--- config.mk ---
export PLATFORM = sky130hd
export DESIGN_NAME = idu_alu_issue
export DESIGN_NICKNAME = d
export VERILOG_FILES = /design/src/rtl/idu_pkg.sv /design/src/rtl/idu_decode_comb.sv /design/src/rtl/idu_alu_issue.sv
export SDC_FILE = /design/constraint.sdc
export NUM_CORES = 1
export LEC_CHECK = 0
export ABC_AREA = 0
export BUFFER_PORTS_ARGS = -buffer_cell sky130_fd_sc_hd__buf_2
export CAP_MARGIN = 20
export CORE_UTILIZATION = 48
export CTS_CLUSTER_SIZE = 30
export DETAILED_ROUTE_END_ITERATION = 7
export GPL_TIMING_DRIVEN = 0
export PLACE_DENSITY_LB_ADDON = 0.15
export SLEW_MARGIN = 5
export SYNTH_ARGS = -nofsm -noshare
export SYNTH_HDL_FRONTEND = slang
export SYNTH_SLANG_ARGS = --single-unit
--- constraint.sdc ---
create_clock -name clk -period 1.6 [get_ports clk]
set_input_delay 0.08 -clock clk [delete_from_list [all_inputs] [get_ports clk]]
set_output_delay 0.08 -clock clk [all_outputs]
set_load 0.005 [all_outputs]
--- src/rtl/idu_pkg.sv ---
// Shared decode definitions for the RV32I issue stage: ALU op codes, opcodes,
// immediate kinds and the packet handed to the EXU.
package idu_pkg;

    localparam int unsigned XLEN_W = 32;

    localparam logic [3:0] ALU_ADD   = 4'b0000;
    localparam logic [3:0] ALU_SUB   = 4'b1000;
    localparam logic [3:0] ALU_SLL   = 4'b0001;
    localparam logic [3:0] ALU_SRL   = 4'b0101;
    localparam logic [3:0] ALU_SRA   = 4'b1101;
    localparam logic [3:0] ALU_SLT   = 4'b0010;
    localparam logic [3:0] ALU_SLTU  = 4'b1010;
    localparam logic [3:0] ALU_COPYB = 4'b0011;
    localparam logic [3:0] ALU_XOR   = 4'b0100;
    localparam logic [3:0] ALU_OR    = 4'b0110;
    localparam logic [3:0] ALU_AND   = 4'b0111;

    localparam logic [6:0] OP_LUI    = 7'b0110111;
    localparam logic [6:0] OP_AUIPC  = 7'b0010111;
    localparam logic [6:0] OP_JAL    = 7'b1101111;
    localparam logic [6:0] OP_JALR   = 7'b1100111;
    localparam logic [6:0] OP_BRANCH = 7'b1100011;
    localparam logic [6:0] OP_LOAD   = 7'b0000011;
    localparam logic [6:0] OP_STORE  = 7'b0100011;
    localparam logic [6:0] OP_IMM    = 7'b0010011;
    localparam logic [6:0] OP_OP     = 7'b0110011;
    localparam logic [6:0] OP_SYSTEM = 7'b1110011;

    localparam logic [31:0] INST_EBREAK = 32'h0010_0073;

    typedef enum logic [2:0] {
        IMM_NONE,
        IMM_I,
        IMM_S,
        IMM_B,
        IMM_U,
        IMM_J,
        IMM_SHAMT
    } imm_type_e;

    typedef struct packed {
        logic [XLEN_W-1:0] pc;
        logic [XLEN_W-1:0] alu_a;
        logic [XLEN_W-1:0] alu_b;
        logic [3:0]        alu_ctr;
        logic [4:0]        rd;
        logic              rd_wen;
        logic              is_branch;
        logic              is_jump;
        logic [2:0]        br_type;
        logic [XLEN_W-1:0] target;
        logic              mem_rd;
        logic              mem_wr;
        logic [2:0]        mem_funct3;
        logic [XLEN_W-1:0] store_data;
        logic              ebreak;
        logic              illegal;
    } idu_pkt_t;

    function automatic logic [31:0] imm_gen(input logic [31:0] inst, input imm_type_e kind);
        logic [31:0] imm;
        case (kind)
            IMM_I:     imm = {{20{inst[31]}}, inst[31:20]};
            IMM_S:     imm = {{20{inst[31]}}, inst[31:25], inst[11:7]};
            IMM_B:     imm = {{19{inst[31]}}, inst[31], inst[7], inst[30:25], inst[11:8], 1'b0};
            IMM_U:     imm = {inst[31:12], 12'h000};
            IMM_J:     imm = {{11{inst[31]}}, inst[31], inst[19:12], inst[20], inst[30:21], 1'b0};
            IMM_SHAMT: imm = {27'h0, inst[24:20]};
            default:   imm = 32'h0;
        endcase
        return imm;
    endfunction

    // alt selects SUB/SRA over ADD/SRL (funct7[5]).
    function automatic logic [3:0] alu_op(input logic [2:0] funct3, input logic alt);
        logic [3:0] op;
        case (funct3)
            3'b000:  op = alt ? ALU_SUB : ALU_ADD;
            3'b001:  op = ALU_SLL;
            3'b010:  op = ALU_SLT;
            3'b011:  op = ALU_SLTU;
            3'b100:  op = ALU_XOR;
            3'b101:  op = alt ? ALU_SRA : ALU_SRL;
            3'b110:  op = ALU_OR;
            default: op = ALU_AND;
        endcase
        return op;
    endfunction

endpackage

--- src/rtl/idu_decode_comb.sv ---
// Combinational RV32I decoder: instruction, PC and register data to an issue packet.
module idu_decode_comb
    import idu_pkg::*;
(
    input  logic [XLEN_W-1:0] inst,
    input  logic [XLEN_W-1:0] pc,
    input  logic [XLEN_W-1:0] rs1_data,
    input  logic [XLEN_W-1:0] rs2_data,
    output idu_pkt_t          pkt
);

    logic [6:0]        opcode;
    logic [4:0]        rd;
    logic [2:0]        funct3;
    logic [6:0]        funct7;
    logic [XLEN_W-1:0] imm_i, imm_s, imm_b, imm_u, imm_j, imm_sh;
    logic              legal;

    assign opcode = inst[6:0];
    assign rd     = inst[11:7];
    assign funct3 = inst[14:12];
    assign funct7 = inst[31:25];
    assign imm_i  = imm_gen(inst, IMM_I);
    assign imm_s  = imm_gen(inst, IMM_S);
    assign imm_b  = imm_gen(inst, IMM_B);
    assign imm_u  = imm_gen(inst, IMM_U);
    assign imm_j  = imm_gen(inst, IMM_J);
    assign imm_sh = imm_gen(inst, IMM_SHAMT);

    always_comb begin
        pkt            = '0;
        legal          = 1'b0;
        pkt.pc         = pc;
        pkt.rd         = rd;
        pkt.store_data = rs2_data;
        case (opcode)
            OP_LUI: begin
                legal       = 1'b1;
                pkt.alu_ctr = ALU_COPYB;
                pkt.alu_b   = imm_u;
                pkt.rd_wen  = 1'b1;
            end
            OP_AUIPC: begin
                legal       = 1'b1;
                pkt.alu_ctr = ALU_ADD;
                pkt.alu_a   = pc;
                pkt.alu_b   = imm_u;
                pkt.rd_wen  = 1'b1;
            end
            OP_JAL: begin
                legal       = 1'b1;
                pkt.alu_a   = pc;
                pkt.alu_b   = 32'd4;
                pkt.is_jump = 1'b1;
                pkt.rd_wen  = 1'b1;
                pkt.target  = pc + imm_j;
            end
            OP_JALR: begin
                legal       = (funct3 == 3'b000);
                pkt.alu_a   = pc;
                pkt.alu_b   = 32'd4;
                pkt.is_jump = 1'b1;
                pkt.rd_wen  = 1'b1;
                pkt.target  = (rs1_data + imm_i) & ~32'h1;
            end
            OP_BRANCH: begin
                // funct3 010/011 are unassigned branch encodings
                legal         = (funct3[2:1] != 2'b01);
                pkt.alu_a     = rs1_data;
                pkt.alu_b     = rs2_data;
                pkt.is_branch = 1'b1;
                pkt.br_type   = funct3;
                pkt.target    = pc + imm_b;
                case (funct3[2:1])
                    2'b00:   pkt.alu_ctr = ALU_SUB;
                    2'b10:   pkt.alu_ctr = ALU_SLT;
                    default: pkt.alu_ctr = ALU_SLTU;
                endcase
            end
            OP_LOAD: begin
                legal          = (funct3 inside {3'b000, 3'b001, 3'b010, 3'b100, 3'b101});
                pkt.alu_a      = rs1_data;
                pkt.alu_b      = imm_i;
                pkt.mem_rd     = 1'b1;
                pkt.mem_funct3 = funct3;
                pkt.rd_wen     = 1'b1;
            end
            OP_STORE: begin
                legal          = (funct3 inside {3'b000, 3'b001, 3'b010});
                pkt.alu_a      = rs1_data;
                pkt.alu_b      = imm_s;
                pkt.mem_wr     = 1'b1;
                pkt.mem_funct3 = funct3;
            end
            OP_IMM: begin
                legal       = 1'b1;
                pkt.alu_a   = rs1_data;
                pkt.alu_b   = imm_i;
                pkt.alu_ctr = alu_op(funct3, 1'b0);
                pkt.rd_wen  = 1'b1;
                // only the shift forms constrain funct7; elsewhere it is immediate
                if (funct3 == 3'b001) begin
                    legal     = (funct7 == 7'b0000000);
                    pkt.alu_b = imm_sh;
                end else if (funct3 == 3'b101) begin
                    legal       = (funct7 == 7'b0000000) || (funct7 == 7'b0100000);
                    pkt.alu_b   = imm_sh;
                    pkt.alu_ctr = alu_op(funct3, funct7[5]);
                end
            end
            OP_OP: begin
                legal       = (funct7 == 7'b0000000) ||
                              ((funct7 == 7'b0100000) && ((funct3 == 3'b000) || (funct3 == 3'b101)));
                pkt.alu_a   = rs1_data;
                pkt.alu_b   = rs2_data;
                pkt.alu_ctr = alu_op(funct3, funct7[5]);
                pkt.rd_wen  = 1'b1;
            end
            OP_SYSTEM: begin
                legal      = (inst == INST_EBREAK);
                pkt.ebreak = 1'b1;
            end
            default: ;
        endcase

        if (!legal) begin
            pkt            = '0;
            pkt.pc         = pc;
            pkt.rd         = rd;
            pkt.store_data = rs2_data;
            pkt.illegal    = 1'b1;
        end
        if (rd == 5'd0) begin
            pkt.rd_wen = 1'b0;
        end
    end

endmodule

--- src/rtl/idu_alu_issue.sv ---
// RV32I decode/issue stage: valid/ready in from IFU, registered packet out to EXU.
// Optional one-entry skid buffer enabled by defining IDU_SKID_EN.
module idu_alu_issue
    import idu_pkg::*;
#(
    parameter int unsigned        XLEN         = 32,
    parameter logic [XLEN-1:0]    RESET_PC_TAG = '0
) (
    input  logic            clk,
    input  logic            rst_n,
    input  logic            in_valid,
    output logic            in_ready,
    input  logic [31:0]     in_inst,
    input  logic [XLEN-1:0] in_pc,
    output logic [4:0]      rs1_addr,
    output logic [4:0]      rs2_addr,
    input  logic [XLEN-1:0] rs1_data,
    input  logic [XLEN-1:0] rs2_data,
    input  logic            flush,
    output logic            out_valid,
    input  logic            out_ready,
    output logic [XLEN-1:0] out_pc,
    output logic [XLEN-1:0] out_alu_a,
    output logic [XLEN-1:0] out_alu_b,
    output logic [3:0]      out_alu_ctr,
    output logic [4:0]      out_rd,
    output logic            out_rd_wen,
    output logic            out_is_branch,
    output logic            out_is_jump,
    output logic [2:0]      out_br_type,
    output logic [XLEN-1:0] out_target,
    output logic            out_mem_rd,
    output logic            out_mem_wr,
    output logic [2:0]      out_mem_funct3,
    output logic [XLEN-1:0] out_store_data,
    output logic            out_ebreak,
    output logic            out_illegal
);

    idu_pkt_t dec_pkt;
    idu_pkt_t out_pkt_q, out_pkt_d;
    logic     out_valid_q, out_valid_d;
    logic     in_fire, out_fire;

    assign rs1_addr = in_inst[19:15];
    assign rs2_addr = in_inst[24:20];

    idu_decode_comb u_decode (
        .inst     (in_inst),
        .pc       (in_pc),
        .rs1_data (rs1_data),
        .rs2_data (rs2_data),
        .pkt      (dec_pkt)
    );

    assign in_fire  = in_valid & in_ready;
    assign out_fire = out_valid_q & out_ready;

`ifdef IDU_SKID_EN
    idu_pkt_t skid_pkt_q, skid_pkt_d;
    logic     skid_valid_q, skid_valid_d;

    // Ready depends only on skid occupancy, breaking the out_ready path.
    assign in_ready = ~skid_valid_q & ~flush;

    always_comb begin
        out_valid_d  = out_valid_q;
        out_pkt_d    = out_pkt_q;
        skid_valid_d = skid_valid_q;
        skid_pkt_d   = skid_pkt_q;
        if (flush) begin
            out_valid_d  = 1'b0;
            skid_valid_d = 1'b0;
        end else if (!out_valid_q || out_ready) begin
            if (skid_valid_q) begin
                out_pkt_d    = skid_pkt_q;
                out_valid_d  = 1'b1;
                skid_valid_d = 1'b0;
            end else if (in_fire) begin
                out_pkt_d   = dec_pkt;
                out_valid_d = 1'b1;
            end else begin
                out_valid_d = 1'b0;
            end
        end else if (in_fire) begin
            skid_pkt_d   = dec_pkt;
            skid_valid_d = 1'b1;
        end
    end

    always_ff @(posedge clk or negedge rst_n) begin
        if (!rst_n) begin
            skid_valid_q <= 1'b0;
            skid_pkt_q   <= '0;
        end else begin
            skid_valid_q <= skid_valid_d;
            skid_pkt_q   <= skid_pkt_d;
        end
    end
`else
    assign in_ready = ~flush & (~out_valid_q | out_ready);

    always_comb begin
        out_valid_d = out_valid_q;
        out_pkt_d   = out_pkt_q;
        if (flush) begin
            out_valid_d = 1'b0;
        end else if (in_fire) begin
            out_pkt_d   = dec_pkt;
            out_valid_d = 1'b1;
        end else if (out_fire) begin
            out_valid_d = 1'b0;
        end
    end
`endif

    always_ff @(posedge clk or negedge rst_n) begin
        if (!rst_n) begin
            out_valid_q  <= 1'b0;
            out_pkt_q    <= '0;
            out_pkt_q.pc <= RESET_PC_TAG;
        end else begin
            out_valid_q <= out_valid_d;
            out_pkt_q   <= out_pkt_d;
        end
    end

    assign out_valid      = out_valid_q;
    assign out_pc         = out_pkt_q.pc;
    assign out_alu_a      = out_pkt_q.alu_a;
    assign out_alu_b      = out_pkt_q.alu_b;
    assign out_alu_ctr    = out_pkt_q.alu_ctr;
    assign out_rd         = out_pkt_q.rd;
    assign out_rd_wen     = out_pkt_q.rd_wen;
    assign out_is_branch  = out_pkt_q.is_branch;
    assign out_is_jump    = out_pkt_q.is_jump;
    assign out_br_type    = out_pkt_q.br_type;
    assign out_target     = out_pkt_q.target;
    assign out_mem_rd     = out_pkt_q.mem_rd;
    assign out_mem_wr     = out_pkt_q.mem_wr;
    assign out_mem_funct3 = out_pkt_q.mem_funct3;
    assign out_store_data = out_pkt_q.store_data;
    assign out_ebreak     = out_pkt_q.ebreak;
    assign out_illegal    = out_pkt_q.illegal;

endmodule

==> impl_metrics.py <==
metrics = {
    "layout": {
        "layout.nets": 2067,
        "drive_gt1_share_pct": 36.01,
        "register_area_um2": 4579,
        "fill_cells": 1860,
        "finish.utilization_pct": 72.87,
        "synthToLayoutAreaGrowth_pct": 48.21,
        "multiInputGateArea_um2": 7320,
    },
    "detailed_routing": {
        "via_per_inst": 5.900,
        "drc": 0,
        "drt_iter0_markers": 1150,
        "final_antenna_net_count": 0,
        "avgRoutedWirePerCell_um": 21.15,
        "firstDrtPassIters": 5,
        "via_count": 12980,
        "routed_wl_um": 46530,
    },
    "critical_path": {
        "cp_top_family": "compound AO/OA/AOI/OAI gates",
        "crit_path_top_delay_cell": "fa_2",
        "cp.required_ns": 1.93,
        "crit_type": "input pin to register",
        "cp.arrival_ns": 2.90,
        "cp_max_fo": 5,
        "crit_buf_inv": 2,
        "max_stage_delay_ns": 0.37,
        "crit_chain": "buf_6 > and2_4 > and3_4 > nand2_8 > buf_8 > nand2_4 > nand2_4 > ha_4 > fa_2 > nand2_2 > a21oi_4 > nor4b_4 > o21ai_2 > a41oi_2 > o21ai_2 > a31oi_1 > mux2i_1 > a221o_1",
        "reg2reg_from": "out_valid$_DFFE_PN0P_",
        "start_kind": "input pin",
        "cp-startpoint": "in_inst[0]",
        "endpoint_kind": "register",
    },
    "floorplanning": {
        "fp.dieH_um": 157.3,
        "die_width_um": 157.3,
        "rows": 56,
        "start_util_pct": 49.17,
        "coreArea_um2": 23540,
        "die_area_um2": 24740,
        "num_io_pins": 327,
    },
    "global_routing": {
        "antenna_found_initial": 0,
        "grt_overflow_total": 0,
        "grt.total_usage_pct": 37.07,
        "grt_pass1_vias": 12370,
        "grt_max_degree": 94,
        "grt_pass1_wl_um": 69280,
    },
    "outcome": {
        "violations": "setup timing",
        "status": "finished with violations",
    },
    "place": {
        "dp.final_hpwl_um": 32040,
        "gp_congestion": 0.9467,
        "port_buffers": 325,
    },
    "yosys": {
        "syn_area_um2": 11570,
        "synth.area.mux_share_pct": 0.6378,
        "netlist_instances": 1363,
        "synth_flop_cell": "dfrtp_1",
        "synth_edf_count": 0,
        "synth_top_family_by_area": "compound AO/OA/AOI/OAI gates",
        "async_flop_share_pct": 100.0,
        "ys_warn_count": 0,
        "syn_area_per_cell_um2": 8.492,
        "ys_ff_latch": 183,
        "yosysSeqAreaShare_pct": 39.56,
        "synthAdderAreaFrac_pct": 7.264,
        "synth_xor_xnor_area_share_pct": 4.086,
        "syn_nets": 1562,
        "synth-compound-area-share_pct": 23.62,
        "synthDistinctLibCells": 70,
        "yosys.area_share.simple_pct": 20.75,
    },
    "clocking": {
        "h-tree-depth": 4,
        "clkTransAtPathRegs_ns": 0.08,
        "cts_made_buffers": 17,
        "cts_tree": "built",
        "cts_buffer_depth": 2,
        "cts-root-buf": "clkbuf_16",
        "cts.sinks": 183,
        "clk_latency_ns": 0.45,
    },
    "timing": {
        "tightest_slew_ns": 0.8200,
        "setup_viol": 111,
        "timing.fmax_mhz": 389.2,
        "hold_violations": 0,
        "report.final.slew_viol_count": 0,
        "slew_headroom_pct": 45.33,
        "rsz0062_at_grt": "yes",
        "fin_skew_ns": 0.01289,
        "period_share_pct": 160.6,
        "min_period_ns": 2.569,
        "fin_ws_ns": -0.9694,
    },
    "power_and_ir_drop": {
        "finalPower_mw": 13.06,
        "powerDensity_nw_per_um2": 761.5,
        "peakVddDrop_mv": 0.7497,
        "power.static_leakage_nw": 8.512,
    },
    "run": {
        "maxCapViolations": 0,
    },
    "hold_path": {
        "hold_class": "input pin to register",
        "hold_start": "rs1_data[14]",
    },
}
-- metal layers --
metal  track usage (%)  up-vias  part of all wire [%]
met1             49.03     6236                    41
met3             7.076      130                   9.0
met2             58.64      739                    46
met5                 0        -                     0
li1                  -     5874                     -
met4             17.01        0                   3.7
-- through the flow --
stage	hold WS [ns]	TNS (ns)	instances	setup WS, ns	cell area [µm²]
2_1_floorplan	-0.2156	-60.31	1363	-1.410	11820
3_3_place_gp	0.2470	-657.76	2007	-2.660	13850
3_5_place_dp	0.1445	-178.95	2008	-2.000	13880
4_1_cts	0.007240	-46.32	2187	-0.9359	16840
5_1_grt	0.008685	-50.06	2199	-1.054	17150
6_report	0.01185	-46.32	2200	-0.9694	17160
-- cell usage after synthesis, drive strengths merged, types with 15 or more instances --
library cell  number  area share, %
ha                64            6.9
xor2              22            1.7
o31ai             45            2.9
nor3              15           0.69
nor2              66            2.2
a21oi             66            2.9
a22oi             57            3.7
nand2            383             12
a221oi            22            1.7
xnor2             32            2.4
o21ai             95            5.2
nand3             20           0.86
nor2b             15           0.81
a21o              37            2.4
dfrtp            183             40
buf               26            1.6
clkbuf            63            2.1
-- tightest hold or removal path, cell delays in order --
cell,delay (ns)
buf_2,0.09
a22oi_1,0.08
o31ai_2,0.17
-- layout make-up --
class                   instances  share of cell area (%)
well taps                     319                   2.327
plain buffers                  84                   4.398
repair buffers                491                   20.21
clock inverters                14                  0.9481
flip-flops and latches        183                   26.69
inverters                      12                  0.2626
diodes                          1                 0.01459
multi-input cells            1079                   42.67
clock buffers                  17                   2.480
-- what timing repair did --
action,4_1_cts,5_1_grt
setup buffers,70,14
pin swaps,53,40
endpoints found under the hold margin,196,0
setup endpoints to repair,182,182
gates resized for setup,225,86
hold buffers,73,0
gates cloned,8,0
-- cell families after synthesis --
group	Yosys count
XOR/XNOR	54
multiplexers	7
flip-flops	183
adder cells (fa/ha/maj)	66
AND/OR/NAND/NOR	563
AO/OA/AOI/OAI	389
buffers and inverters	101
-- placed cells by master, fill, tap and decap left out, types with 9 or more instances in the layout --
| master | n |
|---|---|
| a21oi_1 | 55 |
| o31ai_2 | 12 |
| xnor2_1 | 28 |
| buf_12 | 10 |
| a21oi_2 | 10 |
| ha_1 | 52 |
| dlygate4sd3_1 | 73 |
| nand2_2 | 10 |
| clkbuf_16 | 21 |
| nand4_1 | 13 |
| nor2b_1 | 11 |
| nor3_1 | 9 |
| buf_8 | 14 |
| o21ai_2 | 38 |
| inv_1 | 11 |
| nor2_1 | 55 |
| a22oi_1 | 55 |
| xor2_1 | 22 |
| clkbuf_1 | 20 |
| buf_2 | 313 |
| a221oi_1 | 19 |
| ha_4 | 11 |
| buf_4 | 70 |
| o31ai_1 | 31 |
| o21ai_0 | 29 |
| buf_6 | 33 |
| nand3_1 | 18 |
| o21ai_1 | 24 |
| nand2_1 | 368 |
| clkbuf_2 | 19 |
| a21o_1 | 36 |
| nand2b_1 | 9 |
| dfrtp_1 | 183 |
-- path summary, 6_finish.rpt --
check	to	slack [ns]	cells after the start
worst max-delay path	out_target[29]$_DFFE_PN0P_	-0.97	18
min in group asynchronous	out_alu_a[9]$_DFFE_PN0P_	0.23	2
worst min-delay path	out_alu_a[14]$_DFFE_PN0P_	0.01	3
worst max register to register	out_target[27]$_DFFE_PN0P_	-0.26	8
worst min register to register	out_ebreak$_DFFE_PN0P_	0.47	2
max in group asynchronous	out_target[23]$_DFFE_PN0P_	0.45	3
-- sequential cells by signal, indices dropped and copies added (netlist names), 3 cells and up --
name,flops
out_br_type,3
out_mem_funct3,3
out_rd,5
out_store_data,32
out_pc,32
out_alu_ctr,4
out_target,32
out_alu_a,32
out_alu_b,32
-- power by group --
| part | internal, mW | leakage (nW) | total, mW | switching, mW |
|---|---|---|---|---|
| Sequential | 4.90 | 2.44 | 5.04 | 0.149 |
| Combinational | 1.66 | 5.79 | 3.75 | 2.09 |
| Clock | 2.10 | 0.280 | 4.27 | 2.17 |
| Total | 8.65 | 8.51 | 13.1 | 4.41 |
No activity file was read; power rests on OpenSTA's default activity.
